## src/rtl/uart_tx_fifo_if.sv

```systemverilog
// Producer-side bundle for the UART transmitter: byte push handshake, FIFO status and serial line.
`timescale 1ns/1ps
interface uart_tx_fifo_if #(
  parameter int FIFO_DEPTH = 4
);
  localparam int CNT_W = $clog2(FIFO_DEPTH) + 1;

  logic             wr_en;
  logic [7:0]       tx_data;
  logic             TX;
  logic             full;
  logic             empty;
  logic             busy;
  logic             tx_done;
  logic [CNT_W-1:0] count;

  modport master (
    output wr_en, tx_data,
    input  TX, full, empty, busy, tx_done, count
  );

  modport slave (
    input  wr_en, tx_data,
    output TX, full, empty, busy, tx_done, count
  );
endinterface

```

## src/rtl/uart_tx_fifo.sv

```systemverilog
// 8N1 UART transmitter fed by a small byte FIFO; queued frames leave back-to-back with no idle gap.
`timescale 1ns/1ps
module uart_tx_fifo #(
  parameter int BAUD_DIV   = 2604,
  parameter int FIFO_DEPTH = 4
) (
  input  logic          clk,
  input  logic          rst_n,
  uart_tx_fifo_if.slave bus
);
  localparam int               PTR_W     = $clog2(FIFO_DEPTH);
  localparam int               CNT_W     = PTR_W + 1;
  localparam logic [11:0]      BAUD_LAST = 12'(BAUD_DIV - 1);
  localparam logic [CNT_W-1:0] DEPTH_C   = CNT_W'(FIFO_DEPTH);

  typedef enum logic {IDLE, TRANSMIT} state_t;

  state_t           state_q, state_d;
  logic [7:0]       mem [FIFO_DEPTH];
  logic [PTR_W-1:0] wr_ptr_q, rd_ptr_q;
  logic [CNT_W-1:0] count_q, count_d;
  logic             full_q, empty_q;
  logic [9:0]       shift_q;
  logic [11:0]      baud_q;
  logic [3:0]       bit_q;
  logic             push, load, bit_tick, frame_end;

  // Next state: a frame is loaded from IDLE, or chained directly at the final stop-bit cycle.
  always_comb begin
    state_d   = state_q;
    load      = 1'b0;
    push      = bus.wr_en && !full_q;
    bit_tick  = (state_q == TRANSMIT) && (baud_q == 12'd0);
    frame_end = bit_tick && (bit_q == 4'd9);
    case (state_q)
      IDLE: begin
        if (!empty_q) begin
          load    = 1'b1;
          state_d = TRANSMIT;
        end
      end
      TRANSMIT: begin
        if (frame_end) begin
          if (!empty_q) load    = 1'b1;
          else          state_d = IDLE;
        end
      end
      default: state_d = IDLE;
    endcase
    count_d = count_q + CNT_W'(push) - CNT_W'(load);
  end

  always_ff @(posedge clk or negedge rst_n) begin
    if (!rst_n) state_q <= IDLE;
    else        state_q <= state_d;
  end

  // Flags are registered from the next count so they move on the same edge as count.
  always_ff @(posedge clk or negedge rst_n) begin
    if (!rst_n) begin
      wr_ptr_q <= '0;
      rd_ptr_q <= '0;
      count_q  <= '0;
      full_q   <= 1'b0;
      empty_q  <= 1'b1;
      bit_q    <= 4'd0;
      baud_q   <= 12'd0;
    end else begin
      if (push) wr_ptr_q <= wr_ptr_q + 1'b1;
      if (load) rd_ptr_q <= rd_ptr_q + 1'b1;
      count_q <= count_d;
      full_q  <= (count_d == DEPTH_C);
      empty_q <= (count_d == '0);
      if (load) begin
        bit_q  <= 4'd0;
        baud_q <= BAUD_LAST;
      end else if (bit_tick) begin
        bit_q  <= bit_q + 1'b1;
        baud_q <= BAUD_LAST;
      end else if (state_q == TRANSMIT) begin
        baud_q <= baud_q - 1'b1;
      end
    end
  end

  // Storage and shifter carry no reset; the line is gated by the FSM state instead.
  always_ff @(posedge clk) begin
    if (push) mem[wr_ptr_q] <= bus.tx_data;
    if (load)          shift_q <= {1'b1, mem[rd_ptr_q], 1'b0};
    else if (bit_tick) shift_q <= {1'b1, shift_q[9:1]};
  end

  assign bus.TX      = (state_q == TRANSMIT) ? shift_q[0] : 1'b1;
  assign bus.busy    = (state_q == TRANSMIT);
  assign bus.tx_done = frame_end;
  assign bus.full    = full_q;
  assign bus.empty   = empty_q;
  assign bus.count   = count_q;
endmodule
```

## src/flat_wrapper.sv

```systemverilog
// flat-port wrapper written by rule: the top's interface ports become plain ports
module uart_tx_fifo_flat 
#(
  parameter int BAUD_DIV   = 2604,
  parameter int FIFO_DEPTH = 4
)
  (clk, rst_n, bus_wr_en, bus_tx_data, bus_TX, bus_full, bus_empty, bus_busy, bus_tx_done, bus_count);
  uart_tx_fifo_if #(.FIFO_DEPTH(FIFO_DEPTH)) bus_i ();
  input  logic clk;
  input  logic rst_n;
  input wire logic [$bits(bus_i.wr_en)-1:0] bus_wr_en;
  input wire logic [$bits(bus_i.tx_data)-1:0] bus_tx_data;
  output wire logic [$bits(bus_i.TX)-1:0] bus_TX;
  output wire logic [$bits(bus_i.full)-1:0] bus_full;
  output wire logic [$bits(bus_i.empty)-1:0] bus_empty;
  output wire logic [$bits(bus_i.busy)-1:0] bus_busy;
  output wire logic [$bits(bus_i.tx_done)-1:0] bus_tx_done;
  output wire logic [$bits(bus_i.count)-1:0] bus_count;
  assign bus_i.wr_en = bus_wr_en;
  assign bus_i.tx_data = bus_tx_data;
  assign bus_TX = bus_i.TX;
  assign bus_full = bus_i.full;
  assign bus_empty = bus_i.empty;
  assign bus_busy = bus_i.busy;
  assign bus_tx_done = bus_i.tx_done;
  assign bus_count = bus_i.count;
  uart_tx_fifo #(.BAUD_DIV(BAUD_DIV), .FIFO_DEPTH(FIFO_DEPTH)) u_core (.clk(clk), .rst_n(rst_n), .bus(bus_i));
endmodule
```

## config.mk

```make
export PLATFORM = sky130hd
export DESIGN_NAME = uart_tx_fifo_flat
export DESIGN_NICKNAME = d
export VERILOG_FILES = /design/src/rtl/uart_tx_fifo_if.sv /design/src/rtl/uart_tx_fifo.sv /design/src/flat_wrapper.sv
export SDC_FILE = /design/constraint.sdc
export NUM_CORES = 1
export LEC_CHECK = 0
export CAP_MARGIN = 10
export CORE_ASPECT_RATIO = 0.9
export CORE_MARGIN = 4
export CORE_UTILIZATION = 50
export CTS_BUF_LIST = sky130_fd_sc_hd__clkbuf_8
export CTS_CLUSTER_DIAMETER = 50
export DETAILED_ROUTE_END_ITERATION = 7
export PLACE_DENSITY = 0.77
export SYNTH_ARGS = -nofsm -noshare
export SYNTH_HDL_FRONTEND = slang
export SYNTH_SLANG_ARGS = --single-unit
export TNS_END_PERCENT = 5
```

## constraint.sdc

```tcl
create_clock -name clk -period 7.65 [get_ports clk]
set_input_delay 1.9125 -clock clk [delete_from_list [all_inputs] [get_ports clk]]
set_output_delay 1.9125 -clock clk [all_outputs]
set_load 0.1 [all_outputs]
```

* Word level (Yosys, flattened, before mapping) *
Memory sizes are Yosys's and may differ from the RTL's.
Cells that the tools add are included.

cells by class
  add/sub/neg operators = 6
  $mul = 0
  divide/modulo/power cells = 0
  $lt $le $gt $ge = 0
  equal/unequal tests = 2
  shift operators = 0
  mux-type cells = 15
  bitwise logic cells = 1
  reduce and logical (&&, ||, !) cells = 8

operators by type and width
  operator                                                              count
  12-bit two-way mux                                                    3
  9-bit two-way mux                                                     2
  12-bit zero test                                                      1
  12-bit by 1-bit subtractor with 12-bit output, second input constant  1
  4-bit two-way mux                                                     2
  1-bit two-way mux                                                     6
  2-bit by 1-bit adder with 2-bit output, second input constant         2
  4-bit by 1-bit adder with 4-bit output, second input constant         1
  4-bit == test, second input constant                                  1
  1-bit case mux with 2 select lines                                    2
  3-bit by 1-bit adder with 3-bit output                                1
  3-bit == test, second input constant                                  1
  1-bit logical AND                                                     3
  3-bit zero test                                                       1
  3-bit nonzero test                                                    1
  3-bit by 1-bit subtractor with 3-bit output                           1
  2-bit nonzero test                                                    1
  1-bit zero test                                                       1
  1-bit inverter                                                        1

word-level totals
  bits in registers = 35
  bits in latches = 0
  memory bits (writable) = 32
  ROM bits = 0
  word-level logic and storage cells = 43
  memories kept = 1

memories
  memory      depth  bits a word  read ports  clocked after Yosys merged registers in  wr ports  RTL line            RTL
  u_core.mem  4      8            1           0                                        1         uart_tx_fifo.sv:19  logic [7:0] mem [FIFO_DEPTH];

* Depth between registers and ports, before layout *
  depth after elaboration = 7
  mapped depth = 12
  depth with buffers taken out = 10

* Worst setup path before layout *
OpenSTA, ideal clock, no wires.

  path kind = register to output
  start = register u_core.state_q (netlist: u_core.bus.busy)
  end = output port bus_tx_done
  arrival = 4.552 ns
  data required time = 5.738 ns
  path slack = 1.185 ns
  cell stages (with the launch flop) = 4
  path buffers = 1
  cells stage by stage = dfrtp_1 or4b_1 buf_2 nor4_1

on the way
  cells in the longest elaborated chain, start to end = 2

RTL lines
  element                 RTL line            RTL
  start, declared         uart_tx_fifo.sv:18  state_t state_q, state_d;
  start signal, assigned  uart_tx_fifo.sv:55  else state_q <= state_d;
  1-bit logical AND       uart_tx_fifo.sv:33  bit_tick = (state_q == TRANSMIT) && (baud_q == 12'd0);
  1-bit logical AND       uart_tx_fifo.sv:34  frame_end = bit_tick && (bit_q == 4'd9);
  end, declared           flat_wrapper.sv:17  output wire logic [$bits(bus_i.tx_done)-1:0] bus_tx_done;

Every way passes these cells.

* Worst setup path after layout *
  start = register u_core.baud_q[0]
  end = output port bus_tx_done

on the way
  cells in the longest elaborated chain, start to end = 3

RTL lines
  element                 RTL line            RTL
  start, declared         uart_tx_fifo.sv:24  logic [11:0] baud_q;
  start signal, assigned  uart_tx_fifo.sv:81  baud_q <= baud_q - 1'b1;
  12-bit zero test        uart_tx_fifo.sv:33
  1-bit logical AND       uart_tx_fifo.sv:33
  1-bit logical AND       uart_tx_fifo.sv:34

Every way passes these cells.

==> impl_metrics.yaml <==
detailed_routing:
  drt-initial-drc-count: 72
  dr.pass1.iters: 4
  wire_per_inst_um: 15.5
  remaining_drc_errors: 0
  wl_mm: 4.75
  ant_nets: 0
  vias: 1642
  vias_per_cell: 5.37
floorplanning:
  core_um2: 5410
  pin_count: 19
  die_area_um2: 7060
  die_h_um: 80.1
  floorplan.initialDensity_pct: 53.4
  rows: 25
  die_x_um: 88.1
run_status:
  outcome: "finished, final reports clean"
sta:
  final-max-slew-violation-count: 0
  setup_tns_ns: 0
  fmax_mhz: 196
  period_share_pct: 66.8
  rsz0062_at_grt: "false"
  worst_pin_slew_ns: 0.967
  period_needed_ns: 5.11
  hold_ws_ns: 0.467
  worst_clock_skew_ns: 0.00632
  setup_viol: 0
  finalHoldViolCount: 0
  max_slew_margin_pct: 35.3
global_routing:
  antenna_found_initial: 0
  globalRouteOverflowTotal: 0
  grt_max_degree: 27
  grt_pass1_vias: 1691
  track_usage_pct: 15.7
  grt_pass1_wl_mm: 8.07
worst_hold_path:
  hold_class: "flip-flop to flip-flop"
cts:
  cts_resized: 0
  clkSlewWorstSetupHoldPaths_ns: 0.08
  numCtsBuffers: 9
  cts-htree-levels: 3
  cts.sinks: 67
  cts-root-buf: "clkbuf_8"
  post-cts-setup-buffer-count: 0
  ctsHoldBuffers: 0
  cts_buffer_depth: 2
  clk_latency_ns: 0.35
  cts_tree: "yes"
synthesis:
  seq_area_frac_synth_pct: 64.8
  synth-edff-count: 40
  yosysTopAreaCell: "edfxtp_1"
  synth-async-reset-ratio_pct: 38.8
  ys.flop_type: "edfxtp_1"
  syn_avg_cell_area_um2: 13.7
  ys_seq_elements: 67
  synth.area.top_cells: "edfxtp_1, dfrtp_1, mux4_2"
  synth.distinct_cells: 36
  yosysWarnings: 0
  synth_area_um2: 2890
  syn-num-nets: 232
  yosysTopAreaCellShare_pct: 41.6
  syn_inst: 211
pwr:
  p_leak_nw: 1.28
  pwr-share-seq_pct: 45.7
  clockPowerShare_pct: 33.7
  max-vdd-ir-drop_v: 0.000233
  internal_power_uw: 688
  p_sw_uw: 308
  power_density_nw_per_um2: 296
  p_comb_share_pct: 20.6
  sw_frac_of_total_pct: 30.9
worst_setup_path:
  required_ns: 5.74
  critPathMaxFanout: 6
  end_kind: "primary output"
  crit_path_start_kind: "flip-flop"
  crit_arrival_ns: 3.20
  crit_type: "flip-flop to primary output"
place:
  gp_congestion: 0.808
  port_buffers: 18
  placedCellCount: 290
  dp_hpwl_mm: 3.19
final_layout:
  multi_input_area_um2: 936
  layout-drive-gt1-share_pct: 12.6
  syn_to_final_growth_pct: 16.5
  nFillCells: 416
  final_cells: 306
  regArea_um2: 1870
  final_nets: 255
  antennaDiodeCount: 0
flow_run:
  maxCapViolations: 0
power groups by stage:
stage | combinational [mW] | clock, mW | sequential (mW)
after floorplan | 0.0772 | 0 | 0.535
after global routing | 0.221 | 0.361 | 0.460
final | 0.206 | 0.335 | 0.455
after detailed placement | 0.209 | 0 | 0.463
after CTS | 0.210 | 0.344 | 0.455
after global placement | 0.205 | 0 | 0.461
logic make-up after synthesis:
logic type / count (synthesis) / synth area share [%]
compound gates: 13 / 3.25
mux: 8 / 6.23
simple gates: 76 / 13.2
fa+ha+maj: 10 / 4.59
xor+xnor: 17 / 5.15
flops: 67 / 64.8
buf+inv: 20 / 2.81
cells in the final DEF, fill, tap and decap left out, drive strengths merged, types with 2 or more instances in the layout:
| master | count |
|---|---|
| bufinv | 2 |
| clkdlybuf4s50 | 18 |
| buf | 3 |
| nor4 | 5 |
| or4b | 2 |
| mux4 | 8 |
| xnor2 | 14 |
| ha | 9 |
| or3 | 3 |
| edfxtp | 40 |
| dfrtp | 25 |
| inv | 15 |
| a21oi | 3 |
| clkbuf | 9 |
| nand3 | 9 |
| nor3 | 3 |
| xor2 | 3 |
| o21ai | 4 |
| nor2b | 2 |
| a32o | 2 |
| nand2 | 26 |
| nor2 | 13 |
| and2 | 4 |
| nand2b | 2 |
| or4 | 2 |
per-layer routing:
layer	track usage, %	up-vias	wire [um]
li1	-	799	-
met1	19.2	809	2190
met2	24.3	28	2240
met3	7.08	6	238
met4	6.04	0	84
met5	0	-	0
worst paths after layout:
path	slack [ns]	cells past startpoint	from	end
worst max-delay path	2.54	5	u_core.baud_q[0]	bus_tx_done
worst min-delay path	0.47	2	u_core.shift_q[0]	u_core.shift_q[0]
worst max register to register	4.46	11	u_core.baud_q[0]	u_core.bus.full
worst min register to register	0.47	2	u_core.shift_q[0]	u_core.shift_q[0]
max in group asynchronous	5.42	2	rst_n	u_core.bus.empty
min in group asynchronous	1.93	2	rst_n	u_core.baud_q[9]
cells in the mapped netlist, types with 2 or more instances:
cell and instances:
a21oi_1 3, a32o_1 2, and2_1 4, buf_2 4
clkbuf_1 4, dfrtp_1 25, edfxtp_1 40, ha_1 9
inv_1 11, mux4_2 8, nand2_1 26, nand2b_1 2
nand3_1 9, nor2_1 13, nor2b_1 2, nor3_1 3
nor4_1 5, o21ai_0 4, or3_1 3, or4_1 2
or4b_1 2, xnor2_1 14, xor2_1 3
critical path: stages (launching register included):
cell,delay [ns]
dfrtp_1,0.42
inv_1,0.07
ha_1,0.20
or4b_1,0.57
nor4_1,0.39
clkdlybuf4s50_1,1.20
stage by stage:
| stage | setup slack, ns | power, mW | cell area (um^2) | utilization (%) |
|---|---|---|---|---|
| final | 2.54 | 0.996 | 3370 | 62.2 |
| after global routing | 2.45 | 1.04 | 3370 | 62.2 |
| after CTS | 2.54 | 1.01 | 3370 | 62.2 |
| after detailed placement | 2.92 | 0.672 | 3140 | 58.0 |
| after global placement | 2.97 | 0.666 | 3140 | 58.0 |
| after floorplan | 1.19 | 0.612 | 2890 | - |
state kept, by name, indices dropped and copies added, names as in the netlist:
signal and flops:
u_core.rd_ptr_q 2, u_core.shift_q 9, u_core.wr_ptr_q 2, u_core.bus.empty 1
u_core.mem 32, u_core.bus.busy 1, u_core.bit_q 4, u_core.baud_q 12
u_core.bus.full 1, u_core.bus.count 3
final cells by class:
class	count	area share, %
Clock buffer	9	3.68
Clock inverter	7	3.16
Sequential cell	67	55.6
Multi-Input combinational cell	124	27.8
Timing Repair Buffer	21	6.02
Tap cell	67	2.49
Inverter	11	1.23
No activity file was read; power rests on OpenSTA's default activity.
==> RTL change 1: new RTL, config.mk and constraints unchanged <==
`FIFO_DEPTH` is set to 4 in 3 places; all go to 2.
--- a/src/rtl/uart_tx_fifo_if.sv
+++ b/src/rtl/uart_tx_fifo_if.sv
@@ -1,7 +1,7 @@
 // Producer-side bundle for the UART transmitter: byte push handshake, FIFO status and serial line.
 `timescale 1ns/1ps
 interface uart_tx_fifo_if #(
-  parameter int FIFO_DEPTH = 4
+  parameter int FIFO_DEPTH = 2
 );
   localparam int CNT_W = $clog2(FIFO_DEPTH) + 1;
 
--- a/src/rtl/uart_tx_fifo.sv
+++ b/src/rtl/uart_tx_fifo.sv
@@ -2,7 +2,7 @@
 `timescale 1ns/1ps
 module uart_tx_fifo #(
   parameter int BAUD_DIV   = 2604,
-  parameter int FIFO_DEPTH = 4
+  parameter int FIFO_DEPTH = 2
 ) (
   input  logic          clk,
   input  logic          rst_n,
--- a/src/flat_wrapper.sv
+++ b/src/flat_wrapper.sv
@@ -2,7 +2,7 @@
 module uart_tx_fifo_flat 
 #(
   parameter int BAUD_DIV   = 2604,
-  parameter int FIFO_DEPTH = 4
+  parameter int FIFO_DEPTH = 2
 )
   (clk, rst_n, bus_wr_en, bus_tx_data, bus_TX, bus_full, bus_empty, bus_busy, bus_tx_done, bus_count);
   uart_tx_fifo_if #(.FIFO_DEPTH(FIFO_DEPTH)) bus_i ();
Interface: changed (resized bus_count); port bits go from 19 to 18. No check against the original RTL was run, so the function may have changed too.
==> RTL change 1 against the original RTL <==
Clock skew hardly changed. Maximum frequency up 6.9%. Global-route usage shrank 0.88 points. Synthesized cell count decreased by 20%. Design area shrank 26%. First-iteration DRC count is 1.4% lower. Total power decreased by 6.2%. Sequential cell count down 19. Synthesized area decreased by 26%. Routed wire length decreased by 23%. Setup slack improved by 0.33 ns. Final cell count down 24%.
==> RTL change 1: results (changes against the original RTL) <==
final_nets: 199  # -22%
placed_area_um2: 2320  # -26%
first_pass_iters: 4  # unchanged
met3_usage_pct: 5.15  # -1.9 points
drt_iter0_markers: 71  # -1.4%
cpMaxStageDelayCell: "clkdlybuf4s50_1"
grt_use_met2_pct: 24.6  # +0.24 points
cts-buffers-inserted: 5  # -4
synth_common_cells: "edfxtp_1 (24), dfrtp_1 (22), nand2_1 (13), nor2_1 (12)"
ys_seq_area_share_pct: 61.5  # -3.3 points
routedLengthMet1_mm: 1.56  # -29%
met3_length_um: 168  # -29%
fillers: 316  # -24%
place_inst: 225  # -22%
grt_pass1_wl_mm: 6.29  # -22%
cts_buffer_depth: 2  # unchanged
crit_arrival_ns: 2.87  # -0.33 ns
instances_no_fill: 233  # -24%
wl_met2_mm: 1.92  # -14%
grt_max_degree: 24  # -11%
syn_avg_cell_area_um2: 12.7  # -7.5%
gp_congestion: 0.780  # -3.5%
ff_latch_area_um2: 1320  # -30%
synth-edff-count: 24  # -40%
htreeDepth: 2  # -1
synth.area.top_cells: "edfxtp_1 (34%), dfrtp_1 (26%), mux2i_1 (4.2%), xnor2_1 (3.7%), o2bb2ai_1 (2.9%)"
finalClockSkew_ns: 0.00600  # -0.000324 ns
status: "finished, final reports clean"
yosysWarnings: 0  # unchanged
dp_slack_ns: 3.22  # +0.295 ns
cpPeakStageDelay_ns: 1.19
wl_mm: 3.67  # -23%
diodes: 0  # unchanged
hold_path.class: "register to register"
peakVddDrop_uv: 306  # +31%
p_leak_nw: 0.956  # -25%
grt_pass1_vias: 1353  # -20%
portBuffers: 17  # -1
via_per_inst: 5.76  # +7.4%
place_hpwl_mm: 2.63  # -17%
globalRouteTotalUtil_pct: 14.8  # -0.88 points
relSlewSlack_pct: 30.6  # -4.7 points
reg_top3: "u_core.mem: 16 flops, u_core.baud_q: 12 flops, u_core.shift_q: 9 flops"
cp_top_family: "buffers and inverters"
synth_cell_types: 39  # +8.3%
critPathMaxFanout: 7  # +1
syn-num-nets: 184  # -21%
async_flop_share_pct: 47.9  # +9.1 points
clock_latency_ns: 0.29  # -0.06 ns
grtUsageMet1_pct: 18.6  # -0.57 points
clkTransAtPathRegs_ns: 0.08  # about the same
drive_gt1_share_pct: 9.19  # -3.4 points
RTL change 1: cell count changes in the layout (fill, tap and decap cells not counted), sizes merged, moves of 7 or more:
| cell | delta |
|---|---|
| edfxtp | -16 |
| inv | -10 |
| mux2i | +9 |
| mux4 | -8 |
| nand2 | -13 |
| nand3 | -8 |
| o2bb2ai | +7 |
RTL change 1: kinds of logic after synthesis:
kind of cell / count (synthesis) / share of synthesized area [%]
simple gates: 58 / 15.7
flops: 48 / 61.5
compound gates: 22 / 7.42
xor+xnor: 14 / 5.72
buf+inv: 14 / 3.15
mux: 9 / 4.21
fa+ha+maj: 4 / 2.34
RTL change 1: where the power goes:
part	switching, W	leakage (nW)	internal, W
Sequential	0.0000668	0.507	0.000343
Combinational	0.000176	0.371	0.000106
Clock	0.0000801	0.0784	0.000163
Total	0.000323	0.956	0.000612
RTL change 1: final timing paths:
path | start | to | slack, ns | cells after the start
worst min register to register | u_core.shift_q[0] | u_core.shift_q[0] | 0.45 | 2
max in group asynchronous | rst_n | u_core.bus.full | 4.85 | 1
min in group asynchronous | rst_n | u_core.baud_q[3] | 2.18 | 1
worst min-delay path | u_core.shift_q[0] | u_core.shift_q[0] | 0.45 | 2
worst max register to register | u_core.baud_q[7] | u_core.bus.empty | 4.66 | 8
worst max-delay path | u_core.baud_q[7] | bus_tx_done | 2.87 | 3
RTL change 1: cell type report:
class                           instances  share of cell area (%)
Tap cell                               48                    2.42
Clock inverter                          3                    3.63
Sequential cell                        48                    53.1
Inverter                                5                   0.756
Multi-Input combinational cell        107                    30.5
Timing Repair Buffer                   17                    6.85
Clock buffer                            5                    2.77
RTL change 1: tightest hold or removal path, cell delays in order (launching register included):
cell	delay (ns)
dfxtp_1	0.31
nand2_1	0.05
a21oi_1	0.05
==> RTL change 2: new RTL, same settings <==
Made on the original files. Put a register stage on the output `bus.TX`. The value now appears one clock later.
--- a/src/rtl/uart_tx_fifo.sv
+++ b/src/rtl/uart_tx_fifo.sv
@@ -90,7 +90,9 @@
     else if (bit_tick) shift_q <= {1'b1, shift_q[9:1]};
   end
 
-  assign bus.TX      = (state_q == TRANSMIT) ? shift_q[0] : 1'b1;
+  always_ff @(posedge clk) begin
+    bus.TX <= (state_q == TRANSMIT) ? shift_q[0] : 1'b1;
+  end
   assign bus.busy    = (state_q == TRANSMIT);
   assign bus.tx_done = frame_end;
   assign bus.full    = full_q;
Check against the original RTL: not equivalent (Yosys sat finds a counterexample within 4 cycles, from zero or initial values and one cycle with rst_n low).
==> RTL change 2 against the original RTL <==
Sequential cell count up 1. Clock power down 21%. Setup slack worse by 0.032 ns. Clock skew up 0.0038 ns. Synthesized area up 0.69%. Design area down 0.78%. Total power down 6.7%. Routed wire length unchanged. Largest power group unchanged.
==> RTL change 2: results (changes against the original RTL) <==
layout_setup_ws_ns: 2.51  # -0.0320 ns
sh_seq_area_pct: 56.7  # +1.0 points
status: "finished, final reports clean"
synth.area.top_cells: "edfxtp_1 (41%), dfrtp_1 (21%), mux4_2 (6.2%), xnor2_1 (4.2%), ha_1 (3.9%)"
r2r_slack_ns: 4.45  # about the same
met3_length_um: 246  # +3.4%
synth_mux_area_share_pct: 6.19  # -0.043 points
yosys.area_share.adder_pct: 4.56  # -0.032 points
p_leak_nw: 1.26  # -1.4%
p_switching_w: 0.000305  # -1.0%
finalClockSkew_ns: 0.0101  # +0.00380 ns
gp_congestion: 0.824  # +2.0%
chipWidth_um: 88.4  # +0.32%
design_area_um2: 3340  # -0.78%
grt_use_met2_pct: 24.8  # +0.49 points
routedLengthMet1_mm: 2.07  # -5.2%
relSlewSlack_pct: 35.2  # -0.14 points
place_hpwl_mm: 3.21  # +0.78%
clock_latency_ns: 0.34
pwr-share-clk_pct: 28.6  # -5.1 points
clock_sinks: 68  # +1.5%
globalRouteTotalUtil_pct: 15.5  # -0.20 points
grtUsageMet1_pct: 18.3  # -0.84 points
syn-num-nets: 233  # +0.43%
final-clk-cell-share_pct: 5.39  # -1.4 points
min_path_cells: 2  # unchanged
routedWlPerCell_um: 15.3  # -1.3%
synthXorXnorAreaFrac_pct: 5.12  # -0.035 points
inv_count: 11  # unchanged
instances_no_fill: 310  # +1.3%
async_flop_share_pct: 38.2  # -0.57 points
placed_area_um2: 3160  # +0.76%
via_per_inst: 5.44  # +1.3%
synth-compound-area-share_pct: 3.22  # -0.022 points
buffer_area_share_pct: 6.07  # +0.047 points
multi_input_area_share_pct: 28.0  # +0.22 points
ys_seq_area_share_pct: 65.0  # +0.24 points
p_seq_share_pct: 49.5  # +3.8 points
crit_arrival_ns: 3.23  # +0.03 ns
met3_usage_pct: 7.18  # +0.10 points
p_total_w: 0.000929  # -6.7%
wl_met2_mm: 2.40  # +7.4%
drt_iter0_markers: 62  # -14%
peakVddDrop_uv: 215  # -8.0%
place_inst: 294  # +1.4%
grt_pass1_wl_mm: 8.00  # -0.77%
timing.rr.start: "u_core.baud_q[0]"
final_nets: 256  # +0.39%
fillers: 469  # +13%
drive_gt1_share_pct: 12.5  # -0.052 points
dp_slack_ns: 2.92  # -0.00261 ns
grt_pass1_vias: 1727  # +2.1%
fin_hold_ws_ns: 0.459  # -0.00787 ns
synth_cells: 212  # +0.47%
[RTL change 2: cell types whose count changed after synthesis]
cell and change:
dfxtp_1 +1
[RTL change 2: critical path: cells and delay by family, from the launching register on]
kind | cells | cell delay, ns
adder cells (fa/ha/maj) | 1 | 0.22
flip-flops | 1 | 0.42
AND/OR/NAND/NOR | 2 | 0.98
buffers and inverters | 2 | 1.27
[RTL change 2: how the worst max path moves through the flow]
stage                           startpoint           to  cells after the start
after global placement    u_core.baud_q[0]  bus_tx_done                      5
after detailed placement  u_core.baud_q[0]  bus_tx_done                      5
final                     u_core.baud_q[0]  bus_tx_done                      5
after CTS                 u_core.baud_q[0]  bus_tx_done                      5
after floorplan            u_core.bus.busy  bus_tx_done                      3
after global routing      u_core.baud_q[0]  bus_tx_done                      5
[RTL change 2: cells by family after synthesis]
logic type / Yosys count
AND/OR/NAND/NOR: 76
AO/OA/AOI/OAI: 13
buffers and inverters: 20
XOR/XNOR: 17
multiplexers: 8
flip-flops: 68
adder cells (fa/ha/maj): 10
